$ cat src/rtl/full_st_stream_tx_pkg.sv
// Shared types for the stage stream transmitter: sample format, FSM states
// and the {data,fst} entry carried through the output queue.
package full_st_stream_tx_pkg;
  localparam int WIDTH  = 32;
  localparam int DEPTH  = 128;
  localparam int ADDR_W = $clog2(DEPTH);

  typedef logic [WIDTH-1:0] float_24_8;

  typedef enum logic [1:0] {IDLE, RUN, DRAIN, DONE} stream_tx_state_t;

  typedef struct packed {
    float_24_8 data;
    logic      fst;
  } stream_entry_t;
endpackage

$ cat src/rtl/full_st_stream_tx_if.sv
// Stage stream link: sample, first-of-frame tag, valid, and ready back-pressure.
interface full_st_stream_tx_if;
  full_st_stream_tx_pkg::float_24_8 stream;
  logic stream_fst;
  logic stream_vld;
  logic stream_rdy;

  modport master (output stream, output stream_fst, output stream_vld, input stream_rdy);
  modport slave  (input stream, input stream_fst, input stream_vld, output stream_rdy);
endinterface

$ cat src/rtl/full_st_stream_tx_skid.sv
// Two-entry {data,fst} FIFO; head entry is a flop so the stream output is registered.
module full_st_stream_tx_skid
  import full_st_stream_tx_pkg::*;
(
  input  logic          clk,
  input  logic          reset,
  input  logic          push,
  input  stream_entry_t push_entry,
  input  logic          pop,
  output stream_entry_t head,
  output logic          out_vld,
  output logic [1:0]    count
);
  stream_entry_t e0_q, e0_d, e1_q, e1_d;
  logic [1:0]    cnt_q, cnt_d;
  logic          do_pop, do_push;

  // NOTE: every always_comb output gets a default first so no path leaves it unassigned (no latch).
  always_comb begin
    e0_d    = e0_q;
    e1_d    = e1_q;
    cnt_d   = cnt_q;
    do_pop  = pop && (cnt_q != 2'd0);
    do_push = push && ((cnt_q != 2'd2) || do_pop);
    case ({do_push, do_pop})
      2'b10: begin
        if (cnt_q == 2'd0) e0_d = push_entry;
        else               e1_d = push_entry;
        cnt_d = cnt_q + 2'd1;
      end
      2'b01: begin
        e0_d  = e1_q;
        cnt_d = cnt_q - 2'd1;
      end
      2'b11: begin
        if (cnt_q == 2'd1) begin
          e0_d = push_entry;
        end else begin
          e0_d = e1_q;
          e1_d = push_entry;
        end
      end
      default: ;
    endcase
  end

  // NOTE: sequential state uses non-blocking assignments so all flops update together at the edge.
  always_ff @(posedge clk or negedge reset) begin
    if (!reset) begin
      e0_q  <= '0;
      e1_q  <= '0;
      cnt_q <= 2'd0;
    end else begin
      e0_q  <= e0_d;
      e1_q  <= e1_d;
      cnt_q <= cnt_d;
    end
  end

  assign head    = e0_q;
  assign out_vld = (cnt_q != 2'd0);
  assign count   = cnt_q;
endmodule

$ cat src/rtl/full_st_stream_tx.sv
// Replays buffer[0..length] as frames+1 frames on the stage stream, with
// ready back-pressure absorbed by a 2-entry queue behind a 1-cycle RAM.
module full_st_stream_tx
  import full_st_stream_tx_pkg::*;
(
  input  logic              clk,
  input  logic              reset,
  input  logic              wr_en,
  input  logic [ADDR_W-1:0] wr_addr,
  input  float_24_8         wr_data,
  input  logic              start,
  input  logic [ADDR_W-1:0] length,
  input  logic [3:0]        frames,
  output logic              busy,
  output logic              done,
  full_st_stream_tx_if.master tx
);
  stream_tx_state_t  state_q, state_d;
  logic [ADDR_W-1:0] rd_addr_q, rd_addr_d, len_q, len_d;
  logic [3:0]        frame_cnt_q, frame_cnt_d, frm_q, frm_d;
  logic              rd_vld_q, rd_vld_d, rd_fst_q, rd_fst_d;
  logic              rd_en, pop, skid_vld;
  logic [1:0]        skid_cnt;
  logic [2:0]        occ_after;
  stream_entry_t     head;

  float_24_8 mem [DEPTH];
  float_24_8 rd_data_q;

  assign pop = skid_vld && tx.stream_rdy;

  always_comb begin
    state_d     = state_q;
    rd_addr_d   = rd_addr_q;
    frame_cnt_d = frame_cnt_q;
    len_d       = len_q;
    frm_d       = frm_q;
    rd_en       = 1'b0;
    rd_vld_d    = 1'b0;
    rd_fst_d    = rd_fst_q;
    // Queue occupancy after this cycle's pop, counting the read already in flight.
    occ_after   = {1'b0, skid_cnt} + {2'b00, rd_vld_q} - {2'b00, pop};
    case (state_q)
      IDLE: begin
        if (start) begin
          state_d     = RUN;
          len_d       = length;
          frm_d       = frames;
          rd_addr_d   = '0;
          frame_cnt_d = '0;
        end
      end
      RUN: begin
        if (occ_after < 3'd2) begin
          rd_en    = 1'b1;
          rd_vld_d = 1'b1;
          rd_fst_d = (rd_addr_q == '0);
          if (rd_addr_q == len_q) begin
            rd_addr_d = '0;
            if (frame_cnt_q == frm_q) state_d = DRAIN;
            else                      frame_cnt_d = frame_cnt_q + 4'd1;
          end else begin
            rd_addr_d = rd_addr_q + 1'b1;
          end
        end
      end
      // Leave as soon as the final pop empties the queue, so done lands the next cycle.
      DRAIN:   if (!rd_vld_q && occ_after == 3'd0) state_d = DONE;
      DONE:    state_d = IDLE;
      default: state_d = IDLE;
    endcase
  end

  always_ff @(posedge clk or negedge reset) begin
    if (!reset) begin
      state_q     <= IDLE;
      rd_addr_q   <= '0;
      frame_cnt_q <= '0;
      len_q       <= '0;
      frm_q       <= '0;
      rd_vld_q    <= 1'b0;
      rd_fst_q    <= 1'b0;
    end else begin
      state_q     <= state_d;
      rd_addr_q   <= rd_addr_d;
      frame_cnt_q <= frame_cnt_d;
      len_q       <= len_d;
      frm_q       <= frm_d;
      rd_vld_q    <= rd_vld_d;
      rd_fst_q    <= rd_fst_d;
    end
  end

  // NOTE: the buffer has no reset so it maps onto block RAM; contents survive a reset.
  always_ff @(posedge clk) begin
    if (wr_en) mem[wr_addr] <= wr_data;
    if (rd_en) rd_data_q <= mem[rd_addr_q];
  end

  full_st_stream_tx_skid u_skid (
    .clk        (clk),
    .reset      (reset),
    .push       (rd_vld_q),
    .push_entry ('{data: rd_data_q, fst: rd_fst_q}),
    .pop        (pop),
    .head       (head),
    .out_vld    (skid_vld),
    .count      (skid_cnt)
  );

  assign tx.stream     = head.data;
  assign tx.stream_fst = head.fst && skid_vld;
  assign tx.stream_vld = skid_vld;
  assign busy          = (state_q == RUN) || (state_q == DRAIN);
  assign done          = (state_q == DONE);
endmodule
$ cat src/flat_wrapper.sv
// flat-port wrapper written by rule: the top's interface ports become plain ports
module full_st_stream_tx_flat import full_st_stream_tx_pkg::*;
  (clk, reset, wr_en, wr_addr, wr_data, start, length, frames, busy, done, tx_stream, tx_stream_fst, tx_stream_vld, tx_stream_rdy);
  full_st_stream_tx_if tx_i ();
  input  logic clk;
  input  logic reset;
  input  logic wr_en;
  input  logic [ADDR_W-1:0] wr_addr;
  input  float_24_8 wr_data;
  input  logic start;
  input  logic [ADDR_W-1:0] length;
  input  logic [3:0] frames;
  output logic busy;
  output logic done;
  output wire logic [$bits(tx_i.stream)-1:0] tx_stream;
  output wire logic [$bits(tx_i.stream_fst)-1:0] tx_stream_fst;
  output wire logic [$bits(tx_i.stream_vld)-1:0] tx_stream_vld;
  input wire logic [$bits(tx_i.stream_rdy)-1:0] tx_stream_rdy;
  assign tx_stream = tx_i.stream;
  assign tx_stream_fst = tx_i.stream_fst;
  assign tx_stream_vld = tx_i.stream_vld;
  assign tx_i.stream_rdy = tx_stream_rdy;
  full_st_stream_tx u_core (.clk(clk), .reset(reset), .wr_en(wr_en), .wr_addr(wr_addr), .wr_data(wr_data), .start(start), .length(length), .frames(frames), .busy(busy), .done(done), .tx(tx_i));
endmodule
$ cat config.mk
export PLATFORM = sky130hd
export DESIGN_NAME = full_st_stream_tx_flat
export DESIGN_NICKNAME = d
export VERILOG_FILES = /design/src/rtl/full_st_stream_tx_pkg.sv /design/src/rtl/full_st_stream_tx_if.sv /design/src/rtl/full_st_stream_tx_skid.sv /design/src/rtl/full_st_stream_tx.sv /design/src/flat_wrapper.sv
export SDC_FILE = /design/constraint.sdc
export NUM_CORES = 2
export LEC_CHECK = 0
export ABC_CLOCK_PERIOD_IN_PS = 5400
export CAP_MARGIN = 10
export CORE_UTILIZATION = 63
export CTS_BUF_LIST = sky130_fd_sc_hd__clkbuf_8 sky130_fd_sc_hd__clkbuf_16
export DETAILED_ROUTE_END_ITERATION = 7
export PLACE_DENSITY = 0.8
export SYNTH_ARGS = -nofsm -noshare
export SYNTH_HDL_FRONTEND = slang
export SYNTH_SLANG_ARGS = --single-unit
$ cat constraint.sdc
create_clock -name clk -period 5.4 [get_ports clk]
set_input_delay 1.62 -clock clk [delete_from_list [all_inputs] [get_ports clk]]
set_output_delay 1.62 -clock clk [all_outputs]
set_load 0.05 [all_outputs]
Yosys cells after proc, flatten, opt, wreduce, memory -nomap -nowiden
Memories as Yosys holds them, arrays and structs flattened. A register that Yosys moved wholly into a read port is not among the register bits.
Cells that the tools add are included.
{"block": "totals", "n_memories": 1, "ramBits": 4096, "input_bits": 55, "output_inout_bits": 36, "ff_bits": 94}
{"memory": "u_core.mem", "depth": 128, "word_bits": 32, "rd": 1, "rd_ports_with_merged_regs": 1, "write_ports": 1, "line": "full_st_stream_tx.sv:27", "source": "float_24_8 mem [DEPTH];"}
{"block": "classes", "n_eq_ne": 19, "n_reduce_logical": 24, "n_addsub": 6, "magnitude_cmp": 1, "mux": 26}
{"operator": "$mux 33", "count": 4}
{"operator": "$pmux 33 s3", "count": 1}
{"operator": "$pmux 33 s2", "count": 1}
{"operator": "$mux 7", "count": 3}
{"operator": "$mux 4", "count": 4}
{"operator": "$pmux 7 s2", "count": 1}
{"operator": "$ne 2x2->1 const B", "count": 6}
{"operator": "$mux 2", "count": 5}
{"operator": "$reduce_and 5->1", "count": 2}
{"operator": "$eq 2x2->1 const B", "count": 4}
{"operator": "$ne 2x1->1 const B", "count": 4}
{"operator": "$pmux 2 s4", "count": 1}
{"operator": "$pmux 4 s2", "count": 1}
{"operator": "$reduce_bool 2->1", "count": 4}
{"operator": "$add 7x1->7 const B", "count": 1}
{"operator": "$eq 7x7->1", "count": 1}
{"operator": "$logic_not 7->1", "count": 1}
{"operator": "$eq 2x1->1 const B", "count": 3}
{"operator": "$reduce_and 2->1", "count": 3}
{"operator": "$reduce_and 3->1", "count": 2}
{"operator": "$logic_and 1x1->1", "count": 5}
{"operator": "$add 4x1->4 const B", "count": 1}
{"operator": "$eq 4x4->1", "count": 1}
{"operator": "$logic_not 2->1", "count": 2}
{"operator": "11 further kinds", "count": 15}

Logic depth before layout (Yosys ltp)
{"block": "logic_depth", "word_depth": 8, "depth_mapped": 17}

Cells and area by module
A second synthesis with hierarchy kept.
{"block": "unflattened", "hier_cells": 7411, "area_unflattened_um2": 161934.1}
{"mod": "full_st_stream_tx", "cells_per_inst": 7128, "n_inst": 1, "seq_area_each_um2": 124609.5, "area_per_inst_um2": 158727.2}
{"mod": "full_st_stream_tx_skid", "cells_per_inst": 283, "n_inst": 1, "seq_area_each_um2": 1701.6, "area_per_inst_um2": 3206.8}

Worst setup path before layout
OpenSTA, ideal clock, no wires.
{"block": "synth_path", "path_type": "input to register", "from": "input port tx_stream_rdy", "to": "register u_core.rd_fst_q", "required_ps": 5275, "arrival_ps": 4798, "path_stages": 11, "path_buffers": 0, "setup_slack_ps": 477, "path_cell_list": "nand2_1 inv_1 ha_1 inv_1 ha_1 inv_1 fa_1 xnor2_1 nand2_1 nor2_1 mux2_2"}
{"block": "synth_via", "elab_chain_len": 4}
{"element": "from (decl)", "line": "flat_wrapper.sv:18", "source": "input wire logic [$bits(tx_i.stream_rdy)-1:0] tx_stream_rdy;"}
{"element": "$logic_and 1x1->1", "line": "full_st_stream_tx.sv:30", "source": "assign pop = skid_vld && tx.stream_rdy;"}
{"element": "$sub 3x1->3", "line": "full_st_stream_tx.sv:42", "source": "occ_after = {1'b0, skid_cnt} + {2'b00, rd_vld_q} - {2'b00, pop};"}
{"element": "$lt 3x2->1", "line": "full_st_stream_tx.sv:54", "source": "if (occ_after < 3'd2) begin"}
{"element": "$reduce_and 2->1 (no line)"}
{"element": "to (signal assigned)", "line": "full_st_stream_tx.sv:90", "source": "rd_fst_q <= rd_fst_d;"}
{"element": "to (decl)", "line": "full_st_stream_tx.sv:21", "source": "logic rd_vld_q, rd_vld_d, rd_fst_q, rd_fst_d;"}
Every way passes these cells.
A chain may end at the register's enable or synchronous reset.

==> metrics.cfg <==
[detailed_routing]
dr.pass1.iters=8
ant_nets=0
vias=87950
via_per_inst=7.484
routed_wl_microns=472200
first_iter_violations=16500
drc_errors=1
routedWlPerCell_microns=40.18

[critical_path]
slowest_stage=nor4_1
critical-path-max-stage-delay_ns=1.20
crit_type=reg -> reg
worstPathBufferInverterCount=2
crit_chain=buf_4 -> mux4_2 -> mux2i_1 -> a32o_1 -> nor4_1 -> buf_4 -> nor4_1 -> a21oi_1
critical_path_peak_fanout=54
worstPathArrival_ns=5.69
critPathRequiredTime_ns=6.09
startpoint_type=flip-flop
crit_path_end_kind=flip-flop
crit_family=simple AND/OR/NAND/NOR gates

[power_and_ir_drop]
pwr_density_cell_nw_per_um2=427.4
p_leak_nw=58.72
intPower_mw=58.19
power_frac_clock=0.367
ir_worst_vdd_mv=0.4367
switching_share=0.2591
combPwrFrac=0.161
p_switching_mw=20.35
seqPwrFrac=0.471

[yosys]
syn_avg_cell_area_sq_um=21.53
yosysTopAreaCellShare=0.7609
netlist_instances=7566
syn_nets=7635
synth.distinct_cells=56
synth_most_common_cell=edfxtp_1
synth_top_cells_by_count=edfxtp_1, mux4_2, nand2_1
synth_edf_count=4128
syn_area_sq_um=162900
synth_flop_cell=edfxtp_1
seq_area_frac_synth=0.7753
synth.largest_area_cell=edfxtp_1
ys_seq_elements=4222
ys_top_cells_by_area=edfxtp_1, mux4_2, mux2i_1, dfrtp_1, nand2_1
yosys_warnings=0
async_flop_share=0.02226

[floorplan]
core_sq_um=256900
fp.dieW_microns=510.5
row_count=186
start_util=0.6341
ios=91
dieArea_sq_um=260600
fp.dieH_microns=510.5

[global_route]
grtUsageTotal=0.3644
overflow=0
antenna_found_initial=60
grt_pass1_wl_microns=652600
grt_pass1_vias=86530
grt_max_degree=108

[run]
cap_viol_max_count=1

[final_layout]
area.growth.synth_to_final_pct=12.79
num-fill-cells=13490
regArea_sq_um=126300
multi_input_comb_area_sq_um=35010
nets=8085
drive_above_1_share=0.2743
utilization=0.7152

[clock_network]
clock_latency_ns=1.05
cts_num_sinks=4222
numCtsBuffers=410
htreeDepth=5
post-cts-setup-buffers=0
clk_pin_slew_ns=0.07
cts.repair.resized=0
root_buffer=clkbuf_16
ctsLongestPathBuffers=4
cts_tree=built
cts-hold-fix-buffers=0

[timing]
fin_crit_sh=0.9252
hold_viol=0
fin_tns_setup_ns=0
max_freq_mhz=200.2
rsz0062_at_grt=no
min_period_ns=4.996
whs_ns=0.4539
finalSetupViolCount=0
worst-slew-pin-transition_ns=1.470
drv_slew=0
skew_ns=0.09560
relSlewSlack=0.01101

[outcome]
violations=design-rule violations, max-capacitance violations
status=finished with violations

[placed_design]
port_buffers=90
gp_congestion=0.9283
dp_hpwl_microns=256700

[min_path]
hold_path_class=reg -> reg

routing by layer:
layer | track usage | share of wire
met2 | 0.5496 | 0.46
met4 | 0.2247 | 0.075
met1 | 0.4612 | 0.32
met3 | 0.1235 | 0.15
met5 | 0.002376 | 0.00065
cell families (layout without fill, tap and decap cells):
logic type / Yosys count / count (layout) / synth area share
flops: 4222 / 4222 / 0.7753
other cells: 0 / 27 / 0
mux: 1406 / 1406 / 0.1610
compound gates: 512 / 512 / 0.02144
buf+inv: 476 / 1250 / 0.01599
xor+xnor: 13 / 13 / 0.0006989
fa+ha+maj: 14 / 14 / 0.001121
simple gates: 923 / 923 / 0.02441
power groups by stage:
stage	Clock, mW	Combinational, mW	Sequential, mW
3_5_place_dp	0	12.1	37.7
4_1_cts	28.9	12.5	37.0
6_report	28.9	12.7	37.0
3_3_place_gp	0	11.9	37.6
5_1_grt	30.0	13.1	37.0
2_1_floorplan	0	8.51	37.4
layout by cell type (no fill, tap or decap), types with 27 or more instances in the layout:
master	instances
and3_1	36
nor3_1	36
diode_2	27
o22ai_1	118
clkinv_1	76
a211oi_1	43
mux2i_1	315
mux2_2	132
edfxtp_1	4128
a21oi_1	104
a32oi_1	36
buf_4	372
clkdlybuf4s50_1	57
bufinv_16	50
dfrtp_1	87
nand2_1	449
clkinv_2	82
nand3_1	108
nor2_1	72
buf_12	66
inv_1	78
nor2b_1	30
clkbuf_16	413
o21ai_0	47
nor2_4	120
mux4_2	959
per-stage QoR:
| stage | setup WS, ns | total power, mW | cells | instance area [sq um] |
|---|---|---|---|---|
| floorplan | 0.4771 | 45.92 | 7566 | 162900 |
| global placement | 0.5762 | 49.49 | 10990 | 170300 |
| detailed placement | 0.6021 | 49.77 | 10990 | 170300 |
| CTS | 0.7210 | 78.30 | 11720 | 183700 |
| global route | 0.5820 | 80.07 | 11730 | 183700 |
| finish | 0.4038 | 78.54 | 11750 | 183800 |
worst register-to-register path: cells and delay by family, from the launching register on:
kind            cells  cell delay [ns]
simple gates        2             1.29
buf+inv             2             1.04
flops               1             1.14
mux                 2             0.80
compound gates      2             0.43
cell type report:
class                      instances  share of cell area
clock buffer                     423             0.05699
antenna                           27           0.0003677
multi-input combinational       2868              0.1905
sequential                      4222              0.6875
clock inverter                   313             0.01563
tap                             3384             0.02304
inverter                          18           0.0004289
timing repair buffer             496             0.02555
flip-flops by register name, indices dropped and copies added (netlist names):
name,cells
u_core.rd_addr_q,7
u_core.len_q,7
u_core.frm_q,4
u_core.u_skid.e1_q,33
u_core.rd_data_q,32
u_core.frame_cnt_q,4
u_core.rd_fst_q,1
u_core.mem,4096
u_core.u_skid.count,2
u_core.u_skid.head,33
u_core.rd_vld_q,1
u_core.state_q,2
worst paths after layout:
kind / start / end / slack [ns] / depth (start not counted)
setup / recovery: u_core.rd_addr_q[1]$_DFFE_PN0P_ / u_core.rd_data_q[25]$_DFFE_PP_ / 0.40 / 8
hold / removal: u_core.rd_data_q[6]$_DFFE_PP_ / u_core.u_skid.e1_q[7]$_DFFE_PN0P_ / 0.45 / 1
min in group asynchronous: reset / u_core.u_skid.head[4]$_DFFE_PN0P_ / 0.65 / 1
max in group asynchronous: reset / u_core.rd_addr_q[3]$_DFFE_PN0P_ / 3.68 / 2
setup reg to reg: u_core.rd_addr_q[1]$_DFFE_PN0P_ / u_core.rd_data_q[25]$_DFFE_PP_ / 0.40 / 8
hold reg to reg: u_core.rd_data_q[6]$_DFFE_PP_ / u_core.u_skid.e1_q[7]$_DFFE_PN0P_ / 0.45 / 1
(Power assumes the default switching activity.)
